===== src/rtl/if_id_fifo.sv =====
// Purpose: elastic IF/ID buffer holding up to DEPTH {instruction, PC+4} pairs between fetch and decode.
// Latency: one cycle from ihit to instr/out_valid, no bypass; sustains one instruction per cycle.
// Backpressure: in_ready drops when full (registered state only); stall holds the head; flush empties next edge.
module if_id_fifo #(
    parameter int unsigned DATA_W = 32,
    parameter int unsigned DEPTH  = 2,
    parameter logic [DATA_W-1:0] NOP = '0,
    parameter int unsigned CNT_W  = $clog2(DEPTH + 1)
) (
    input  logic              CLK,
    input  logic              nRST,
    input  logic              ihit,
    input  logic [DATA_W-1:0] imemload,
    input  logic [DATA_W-1:0] pcp4_in,
    input  logic              flush,
    input  logic              stall,
    output logic [DATA_W-1:0] instr,
    output logic [DATA_W-1:0] pcp4_out,
    output logic              out_valid,
    output logic              in_ready,
    output logic [CNT_W-1:0]  count
);

    localparam int unsigned PTR_W = $clog2(DEPTH);

    // Storage is deliberately not reset: cnt alone decides what is live.
    logic [DATA_W-1:0] instr_mem [DEPTH];
    logic [DATA_W-1:0] pcp4_mem  [DEPTH];

    logic [PTR_W-1:0] wptr;
    logic [PTR_W-1:0] rptr;
    logic [CNT_W-1:0] cnt;

    logic enq;
    logic deq;

    // Flow-control flags come from registered occupancy only, so stall
    // never reaches in_ready combinationally.
    always_comb begin
        in_ready  = (cnt != CNT_W'(DEPTH));
        out_valid = (cnt != '0);
        enq       = ihit & in_ready & ~flush;
        deq       = out_valid & ~stall & ~flush;
    end

    // Head presentation: a NOP bubble with zero PC+4 whenever nothing is buffered.
    always_comb begin
        instr    = NOP;
        pcp4_out = '0;
        if (out_valid) begin
            instr    = instr_mem[rptr];
            pcp4_out = pcp4_mem[rptr];
        end
        count = cnt;
    end

    // Write the fetched pair into the slot at the write pointer.
    always_ff @(posedge CLK) begin
        if (enq) begin
            instr_mem[wptr] <= imemload;
            pcp4_mem[wptr]  <= pcp4_in;
        end
    end

    // Pointer and occupancy bookkeeping; flush outranks any enq/deq.
    always_ff @(posedge CLK or negedge nRST) begin
        if (!nRST) begin
            wptr <= '0;
            rptr <= '0;
            cnt  <= '0;
        end else if (flush) begin
            wptr <= '0;
            rptr <= '0;
            cnt  <= '0;
        end else begin
            if (enq) begin
                wptr <= wptr + PTR_W'(1);
            end
            if (deq) begin
                rptr <= rptr + PTR_W'(1);
            end
            case ({enq, deq})
                2'b10:   cnt <= cnt + CNT_W'(1);
                2'b01:   cnt <= cnt - CNT_W'(1);
                default: cnt <= cnt;
            endcase
        end
    end

endmodule


===== config.mk =====
export PLATFORM = sky130hd
export DESIGN_NAME = if_id_fifo
export DESIGN_NICKNAME = d
export VERILOG_FILES = /design/src/rtl/if_id_fifo.sv
export SDC_FILE = /design/constraint.sdc
export NUM_CORES = 1
export LEC_CHECK = 0
export BUFFER_PORTS_ARGS = -buffer_cell sky130_fd_sc_hd__buf_2
export CAP_MARGIN = 20
export CORE_ASPECT_RATIO = 1.5
export CORE_MARGIN = 1.5
export CORE_UTILIZATION = 40
export DETAILED_ROUTE_END_ITERATION = 8
export MAX_ROUTING_LAYER = met4
export SYNTH_ARGS = -nofsm -noshare
export SYNTH_HDL_FRONTEND = slang
export SYNTH_SLANG_ARGS = --single-unit

===== constraint.sdc =====
create_clock -name CLK -period 8 [get_ports CLK]
set_input_delay 1.6 -clock CLK [delete_from_list [all_inputs] [get_ports CLK]]
set_output_delay 1.6 -clock CLK [all_outputs]
set_load 0.05 [all_outputs]

==> results.ini, run 1 <==
[clocking]
cts_htree_levels=4
numCtsBuffers=17
cts_setup_buffers=0
clkSlewWorstSetupHoldPaths_ns=0.05
clockBufferDepth=2
cts_tree=yes
clock-sinks=132
clockRootBuffer=clkbuf_16
ctsHoldBuffers=0
clock_latency_ns=0.40
post_cts_resized=0

[synth]
synth_top_area_cell=edfxtp_1
synth_top_area_share_pct=76.2
yosysUniqueCellTypes=24
netlist_area_sq_um=5050
avgSynthCellArea_sq_um=17.0
synthCells=297
syn_nets=366
ys_ff_latch=132
yosysSeqAreaShare_pct=78.2
ys_warn_count=0
synth_area_leaders=edfxtp_1 (76%), mux2i_1 (13%), nor2_1 (4.8%)

[floorplan]
dieArea_sq_um=13300
die_y_microns=141
core_area_sq_um=12400
row_count=50
ioPinCount=137
initial_core_util_pct=40.7
die_w_microns=94.7

[setup_path]
crit_path_start_kind=flip-flop
path_class=reg -> out
cp_max_fo=53
reg2reg_from=count[1]
cp_cell_sequence=nor2_4, buf_4, nor2_1, buf_2
slowest_stage=buf_4
required_ns=6.40
arrival_ns=2.24
endpoint_kind=output pin
critPathLaunch=count[0]
cp_slowest_stage_delay_ns=0.54

[finish]
multiInputGateArea_sq_um=1010
nFillCells=1069
layout-drive-gt1-share_pct=39.6
seq_area_sq_um=3950
final_area_sq_um=6520
syn_to_final_growth_pct=29.3
nets=513

[drt]
wl_per_cell_microns=15.8
vias_per_cell=4.81
drtIter0Drc=125
drcViolationCount=0
drt-pass1-iter-count=4
antenna_left=0
totalWireLength_microns=9690
vias=2956

[timing]
max_slew.worst_pin.slew_ns=0.585
finalMaxSlewViolations=0
rsz0062_at_grt=false
slew_headroom_pct=61.0
max_freq_mhz=260
period_needed_ns=3.84
min_period_over_period_pct=48.0
setup_slack_ns=4.16
fin_skew_ns=0.00618
finalSetupTns_ns=0
finalSetupViolCount=0
hold_viol=0

[grt]
overflow=0
grt_pass1_vias=3198
antenna_found_initial=1
grt_max_degree=67
grt_pass1_wl_microns=15200
track_usage_pct=16.1

[pwr]
power_per_cell_area_nw_per_um2=274
p_leak_nw=2.49
finalPower_mw=1.79
ir_drop_uv=229

[placement]
gp_congestion=0.719
place_area_sq_um=5890
hpwlAfterDp_microns=6090
io_buffers=136
dp_slack_ns=4.49

[worst_hold_path]
min_from=wptr
hold_path.class=reg -> reg

[run]
drv_cap=0

[run_status]
status=finished, final reports clean

-- synthesized netlist by cell type (all sizes together) --
cell type    n
edfxtp     128
nand3b       1
a21o         1
o21ai        2
a31oi        2
nor3         1
or3          2
nand3        2
dfrtp        4
a21oi        2
clkbuf       2
buf         12
nor3b        1
inv          3
nor2b        1
nor2        65
mux2i       64
nand2        3
nand4b       1
-- final cells by class --
type / instances / area share, %
Sequential cell: 132 / 60.5
Multi-Input combinational cell: 148 / 15.5
Timing Repair Buffer: 142 / 11.4
Clock buffer: 17 / 6.52
Tap cell: 156 / 2.99
Clock inverter: 15 / 2.74
Inverter: 3 / 0.173
Antenna cell: 2 / 0.0767
-- worst max-delay path, delay by kind of cell, from the launching register on --
| family | cells | cell delay, ns |
|---|---|---|
| buf+inv | 2 | 0.78 |
| simple gates | 2 | 0.51 |
| flops | 1 | 0.48 |
-- state kept, by name (all words and copies together) (netlist names) --
name       flops
instr_mem     64
pcp4_mem      64
count          2
rptr           1
wptr           1
-- cell usage in the layout (no fill, tap or decap), drive strengths merged --
cell	synthesis	routed
diode	0	2
buf	12	142
o21ai	2	2
a31oi	2	2
nor2	65	65
clkinv	0	4
edfxtp	128	128
or3	2	2
nor3	1	1
mux2i	64	64
clkinvlp	0	4
a21oi	2	2
nor3b	1	1
clkbuf	2	17
nor2b	1	1
nand3	2	2
nand3b	1	1
nand4b	1	1
dfrtp	4	4
nand2	3	3
bufinv	0	3
inv	3	7
a21o	1	1
-- power breakdown --
group	leakage (nW)	total (mW)	switching [mW]	internal, mW
clock network	0.286	0.777	0.285	0.492
registers	1.23	0.798	0.0103	0.787
logic	0.976	0.215	0.158	0.0573
-- logic make-up after synthesis --
family	Yosys count	share of synthesized area, %
compound gates	7	0.793
buf+inv	17	2.06
flops	132	78.2
mux	64	12.7
simple gates	77	6.30
-- metal layers --
layer | routed length [microns] | global-route usage [%] | vias up
met5 | 0 | - | -
met2 | 5340 | 27.2 | 84
met1 | 3690 | 16.3 | 1450
met3 | 399 | 4.13 | 17
met4 | 259 | 9.51 | 0
li1 | - | - | 1405
-- metrics by stage --
step                      hold WS (ns)  util, %  instances
after detailed placement         0.586     47.5        580
final                            0.587     52.7        615
after CTS                        0.593     52.4        612
after global placement           0.566     47.5        580
after global routing             0.644     52.6        614
after floorplan                  0.519        -        297
-- path summary, 6_finish.rpt --
kind,end,slack [ns],cells after the start
hold reg to reg,wptr,0.59,2
max in group asynchronous,rptr,6.87,1
min in group asynchronous,count[0],1.00,1
setup / recovery,pcp4_out[7],4.16,4
hold / removal,wptr,0.59,2
setup reg to reg,pcp4_mem[1][26],6.16,5
No activity file was read; power rests on OpenSTA's default activity.
==> run 2, diff against run 1 <==
--- a/config.mk
+++ b/config.mk
@@ -12,6 +12,7 @@
 export CORE_UTILIZATION = 40
 export DETAILED_ROUTE_END_ITERATION = 8
 export MAX_ROUTING_LAYER = met4
+export PLACE_DENSITY = 0.66
 export SYNTH_ARGS = -nofsm -noshare
 export SYNTH_HDL_FRONTEND = slang
 export SYNTH_SLANG_ARGS = --single-unit
==> constraint.sdc (replaced) <==
create_clock -name CLK -period 3.2 [get_ports CLK]
set_input_delay 0.64 -clock CLK [delete_from_list [all_inputs] [get_ports CLK]]
set_output_delay 0.64 -clock CLK [all_outputs]
set_load 0.05 [all_outputs]
==> run 2 against run 1 <==
Effect of this change:
- total power increased to 2.5 times the previous value
- count of clock-buffer cells in the layout increased by 2
- core utilization increased by 0.22 points
- global-route usage decreased by 0.65 points
- worst hold slack got worse by 0.55 ns
- worst setup slack got worse by 3.8 ns
- non-clock buffer count decreased by 2
- via count decreased by 1.4%
- flip-flop and latch count unchanged
- critical path depth unchanged
- combinational power increased by 150%
- sequential power increased to 2.5 times the previous value
==> results.ini, run 2 (synthesized netlist as in run 1, its figures left out) <==
[clocking]
clockRootBuffer=clkbuf_16
cts_htree_levels=4
clkSlewWorstSetupHoldPaths_ns=0.05
cts_tree=yes
cts_setup_buffers=0
clock-sinks=132
numCtsBuffers=17
clockBufferDepth=2
clock_latency_ns=0.40
post_cts_resized=0
ctsHoldBuffers=0

[floorplan]
dieArea_sq_um=13300
die_y_microns=141
ioPinCount=137
row_count=50
core_area_sq_um=12400
die_w_microns=94.7
initial_core_util_pct=40.7

[timing]
max_freq_mhz=355
finalSetupViolCount=0
min_period_over_period_pct=88.0
finalMaxSlewViolations=0
slew_headroom_pct=49.8
fin_skew_ns=0.00545
max_slew.worst_pin.slew_ns=0.752
setup_slack_ns=0.385
hold_viol=0
finalSetupTns_ns=0
rsz0062_at_grt=false
period_needed_ns=2.81

[run]
drv_cap=0

[grt]
grt_pass1_vias=3009
track_usage_pct=15.4
grtUsageMet3_pct=3.37
top_usage_layer=met2
grt_pass1_wl_microns=14700
gr-usage-met1_pct=16.0
use_met2_pct=27.4
grt_max_degree=69
antenna_found_initial=0
overflow=0

[setup_path]
required_ns=2.56
path_buf_inv=2
endpoint_kind=output pin
cp_cell_sequence=buf_12, mux2i_1, nor2_1, buf_2
reg2reg_from=count[1]
arrival_ns=2.17
cp_slowest_stage_delay_ns=0.89
reg2reg_to=pcp4_mem[1][4]
crit_path_start_kind=flip-flop
r2r_slack_ns=1.42
path_class=reg -> out
rr_worst_depth=5
critPathTopFamily=flip-flops
slowest_stage=dfrtp_4
cp_max_fo=41

[pwr]
p_leak_nw=2.49
finalPower_mw=4.51
ir_drop_uv=526
power_per_cell_area_nw_per_um2=689

[drt]
antenna_left=0
totalWireLength_microns=9520
vias_per_cell=4.77
vias=2915
drt-pass1-iter-count=4
drtIter0Drc=102
drcViolationCount=0
wl_per_cell_microns=15.6

[placement]
io_buffers=136
dp_cells=579
gp_congestion=0.753
hpwlAfterDp_microns=5970
dp_slack_ns=0.762

[finish]
nets=511
layout_commonest_cell=buf_2
fin_util_pct=52.9
syn_to_final_growth_pct=29.8
layout-drive-gt1-share_pct=39.1
layout_common_cells=buf_2 (136), edfxtp_1 (128), mux2i_1 (64), nor2_1 (64), clkbuf_16 (17)
antennaDiodeCount=0
layoutNonFillerInstCount=611

[run_status]
status=finished, final reports clean

[worst_hold_path]
hold_path.class=in -> async

==> run 2: changes by cell type in the layout (fill, tap and decap cells not counted), moves of 2 or more <==
cell	previous run	this run
dfrtp_1	3	1
inv_6	4	0
clkinv_4	1	4
dfrtp_2	0	2
buf_4	5	1
diode_2	2	0
clkbuf_1	0	2
buf_12	0	3
clkinvlp_4	4	2
==> run 2: layout make-up <==
class                           count  area (sq um)
Tap cell                          156           195
Sequential cell                   132          3950
Inverter                            3          13.8
Timing Repair Buffer              140           748
Multi-Input combinational cell    148          1030
Clock buffer                       19           433
Fill cell                        1065          5840
Clock inverter                     13           184
==> run 2: metal layers <==
layer  vias up  routed length [microns]
met2        74                     5400
met1      1431                     3550
li1       1401                        -
met4         0                      140
met3         9                      436
met5         -                        0
==> run 2: worst max path at each step <==
stage / endpoint / cells past startpoint / from
after floorplan: instr_mem[1][0] / 4 / count[1]
after global placement: pcp4_out[28] / 4 / rptr
after detailed placement: pcp4_out[28] / 4 / rptr
after CTS: pcp4_out[28] / 4 / rptr
after global routing: instr[12] / 4 / rptr
final: pcp4_out[28] / 4 / rptr
==> run 2: through the flow <==
stage	cell area (sq um)	hold WS (ns)
after global routing	6550	0.0263
final	6550	0.0397
after global placement	5930	0.452
after CTS	6550	0.0252
after detailed placement	5930	0.454
after floorplan	5070	0.344
==> run 2: power by group <==
part / switching [mW] / internal [mW] / leakage [nW]
Sequential: 0.0367 / 1.97 / 1.22
Combinational: 0.385 / 0.146 / 0.974
Clock: 0.676 / 1.30 / 0.295
Total: 1.10 / 3.42 / 2.49
==> run 3, diff against run 2 <==
--- a/config.mk
+++ b/config.mk
@@ -10,6 +10,7 @@
 export CORE_ASPECT_RATIO = 1.5
 export CORE_MARGIN = 1.5
 export CORE_UTILIZATION = 40
+export CTS_BUF_LIST = sky130_fd_sc_hd__clkbuf_8
 export DETAILED_ROUTE_END_ITERATION = 8
 export MAX_ROUTING_LAYER = met4
 export PLACE_DENSITY = 0.66
==> run 3 against run 2 <==
Effect of this change:
- sequential share of layout area up 1.7 points
- clock skew up 0.0023 ns
- total power decreased by 12%
- core utilization is 1.5 points lower
- non-clock buffer count up 1
- critical path type unchanged
- critical endpoint unchanged
==> results.ini, run 3 (synthesized netlist as in run 1, its figures left out) <==
[finish]
seq_area_sq_um=3950
layout-drive-gt1-share_pct=39.0
final_area_sq_um=6370
syn_to_final_growth_pct=26.2
layout_common_cells=buf_2 (136), edfxtp_1 (128), mux2i_1 (64), nor2_1 (64), clkbuf_8 (17)
nets=512
layout_commonest_cell=buf_2
multiInputGateArea_sq_um=1030
antennaDiodeCount=0
nFillCells=1094

[clocking]
clock_latency_ns=0.42
clockRootBuffer=clkbuf_8
clkSlewWorstSetupHoldPaths_ns=0.07
clockBufferDepth=2
cts_htree_levels=4
clock-sinks=132
post_cts_resized=0
cts_setup_buffers=0
numCtsBuffers=17
ctsHoldBuffers=1
cts_tree=yes

[run]
drv_cap=0

[worst_hold_path]
min_path_cells=1
hold_path.class=in -> reg
min_from=imemload[7]
holdPathEnd=instr_mem[0][7]

[timing]
hold_viol=0
max_slew.worst_pin.slew_ns=0.758
finalSetupViolCount=0
finalMaxSlewViolations=0
fin_skew_ns=0.00770
min_period_over_period_pct=89.3
finalSetupTns_ns=0
rsz0062_at_grt=false
max_freq_mhz=350
slew_headroom_pct=49.5
period_needed_ns=2.86

[floorplan]
ioPinCount=137
dieArea_sq_um=13300
row_count=50
core_area_sq_um=12400
die_w_microns=94.7
die_y_microns=141
initial_core_util_pct=40.7

[setup_path]
reg2reg_to=instr_mem[1][31]
reg2reg_from=count[1]
arrival_ns=2.22
crit_path_start_kind=flip-flop
slowest_stage=dfrtp_4
path_class=reg -> out
cp_max_fo=41
rr_worst_depth=5
cp_slowest_stage_delay_ns=0.89
endpoint_kind=output pin
required_ns=2.56
cp_cell_sequence=buf_12, mux2i_1, nor2_1, buf_2
r2r_slack_ns=1.42

[grt]
grt_max_degree=69
antenna_found_initial=0
grt_pass1_wl_microns=14700
grt_pass1_vias=3001
track_usage_pct=15.5
overflow=0

[drt]
drtIter0Drc=97
vias_per_cell=4.81
drcViolationCount=0
totalWireLength_microns=9550
antenna_left=0
vias=2945
wl_per_cell_microns=15.6
drt-pass1-iter-count=4

[pwr]
p_leak_nw=2.42
power_per_cell_area_nw_per_um2=626
ir_drop_uv=391

[placement]
io_buffers=136
hpwlAfterDp_microns=5970
gp_congestion=0.753
place_area_sq_um=5930

[run_status]
status=finished, final reports clean

==> run 3: metal layers <==
layer  share of wire [%]  routed length [microns]  vias up  global-route usage, %
li1                    -                        -     1402                      -
met4                 1.3                      120        0                   6.68
met3                 4.8                      463       11                   4.34
met2                  57                     5430       84                   27.1
met5                   0                        0        -                      -
met1                  37                     3540     1448                   15.8
==> run 3: worst max path at each step <==
stage                     startpoint         endpoint  slack [ns]  cells after the start
after CTS                       rptr     pcp4_out[28]        0.27                      4
after detailed placement        rptr     pcp4_out[28]        0.76                      4
after global placement          rptr     pcp4_out[28]        0.77                      4
final                           rptr     pcp4_out[28]        0.34                      4
after global routing            rptr        instr[12]        0.20                      4
after floorplan             count[1]  instr_mem[1][0]        0.05                      4
==> run 3: area by class of cell <==
| type | count | share of cell area, % |
|---|---|---|
| Multi-Input combinational cell | 148 | 16.1 |
| Timing Repair Buffer | 141 | 11.9 |
| Tap cell | 156 | 3.06 |
| Inverter | 3 | 0.216 |
| Sequential cell | 132 | 62.0 |
| Clock inverter | 15 | 3.01 |
| Clock buffer | 17 | 3.67 |
==> run 3: power by group <==
part / total, mW / leakage, nW / switching [mW] / internal [mW]
combinational: 0.532 / 0.978 / 0.386 / 0.146
clock: 1.45 / 0.216 / 0.610 / 0.841
sequential: 2.00 / 1.22 / 0.0368 / 1.97
==> run 3: stage by stage <==
| step | util (%) | std cells | hold slack (ns) | total power, mW | setup slack (ns) |
|---|---|---|---|---|---|
| 3_5_place_dp | 47.9 | 579 | 0.454 | 2.58 | 0.762 |
| 5_1_grt | 51.4 | 612 | 0.368 | 4.14 | 0.198 |
| 4_1_cts | 51.4 | 612 | 0.366 | 4.04 | 0.274 |
| 3_3_place_gp | 47.9 | 579 | 0.452 | 2.57 | 0.770 |
| 6_report | 51.4 | 612 | 0.404 | 3.99 | 0.343 |
| 2_1_floorplan | - | 297 | 0.344 | 2.42 | 0.0463 |
==> run 3: critical path, delay by kind of cell, from the launching register on <==
| kind | cells | cell delay [ns] |
|---|---|---|
| DFF | 1 | 0.89 |
| buffers and inverters | 2 | 0.60 |
| and+or+nand+nor | 1 | 0.15 |
| muxes | 1 | 0.10 |
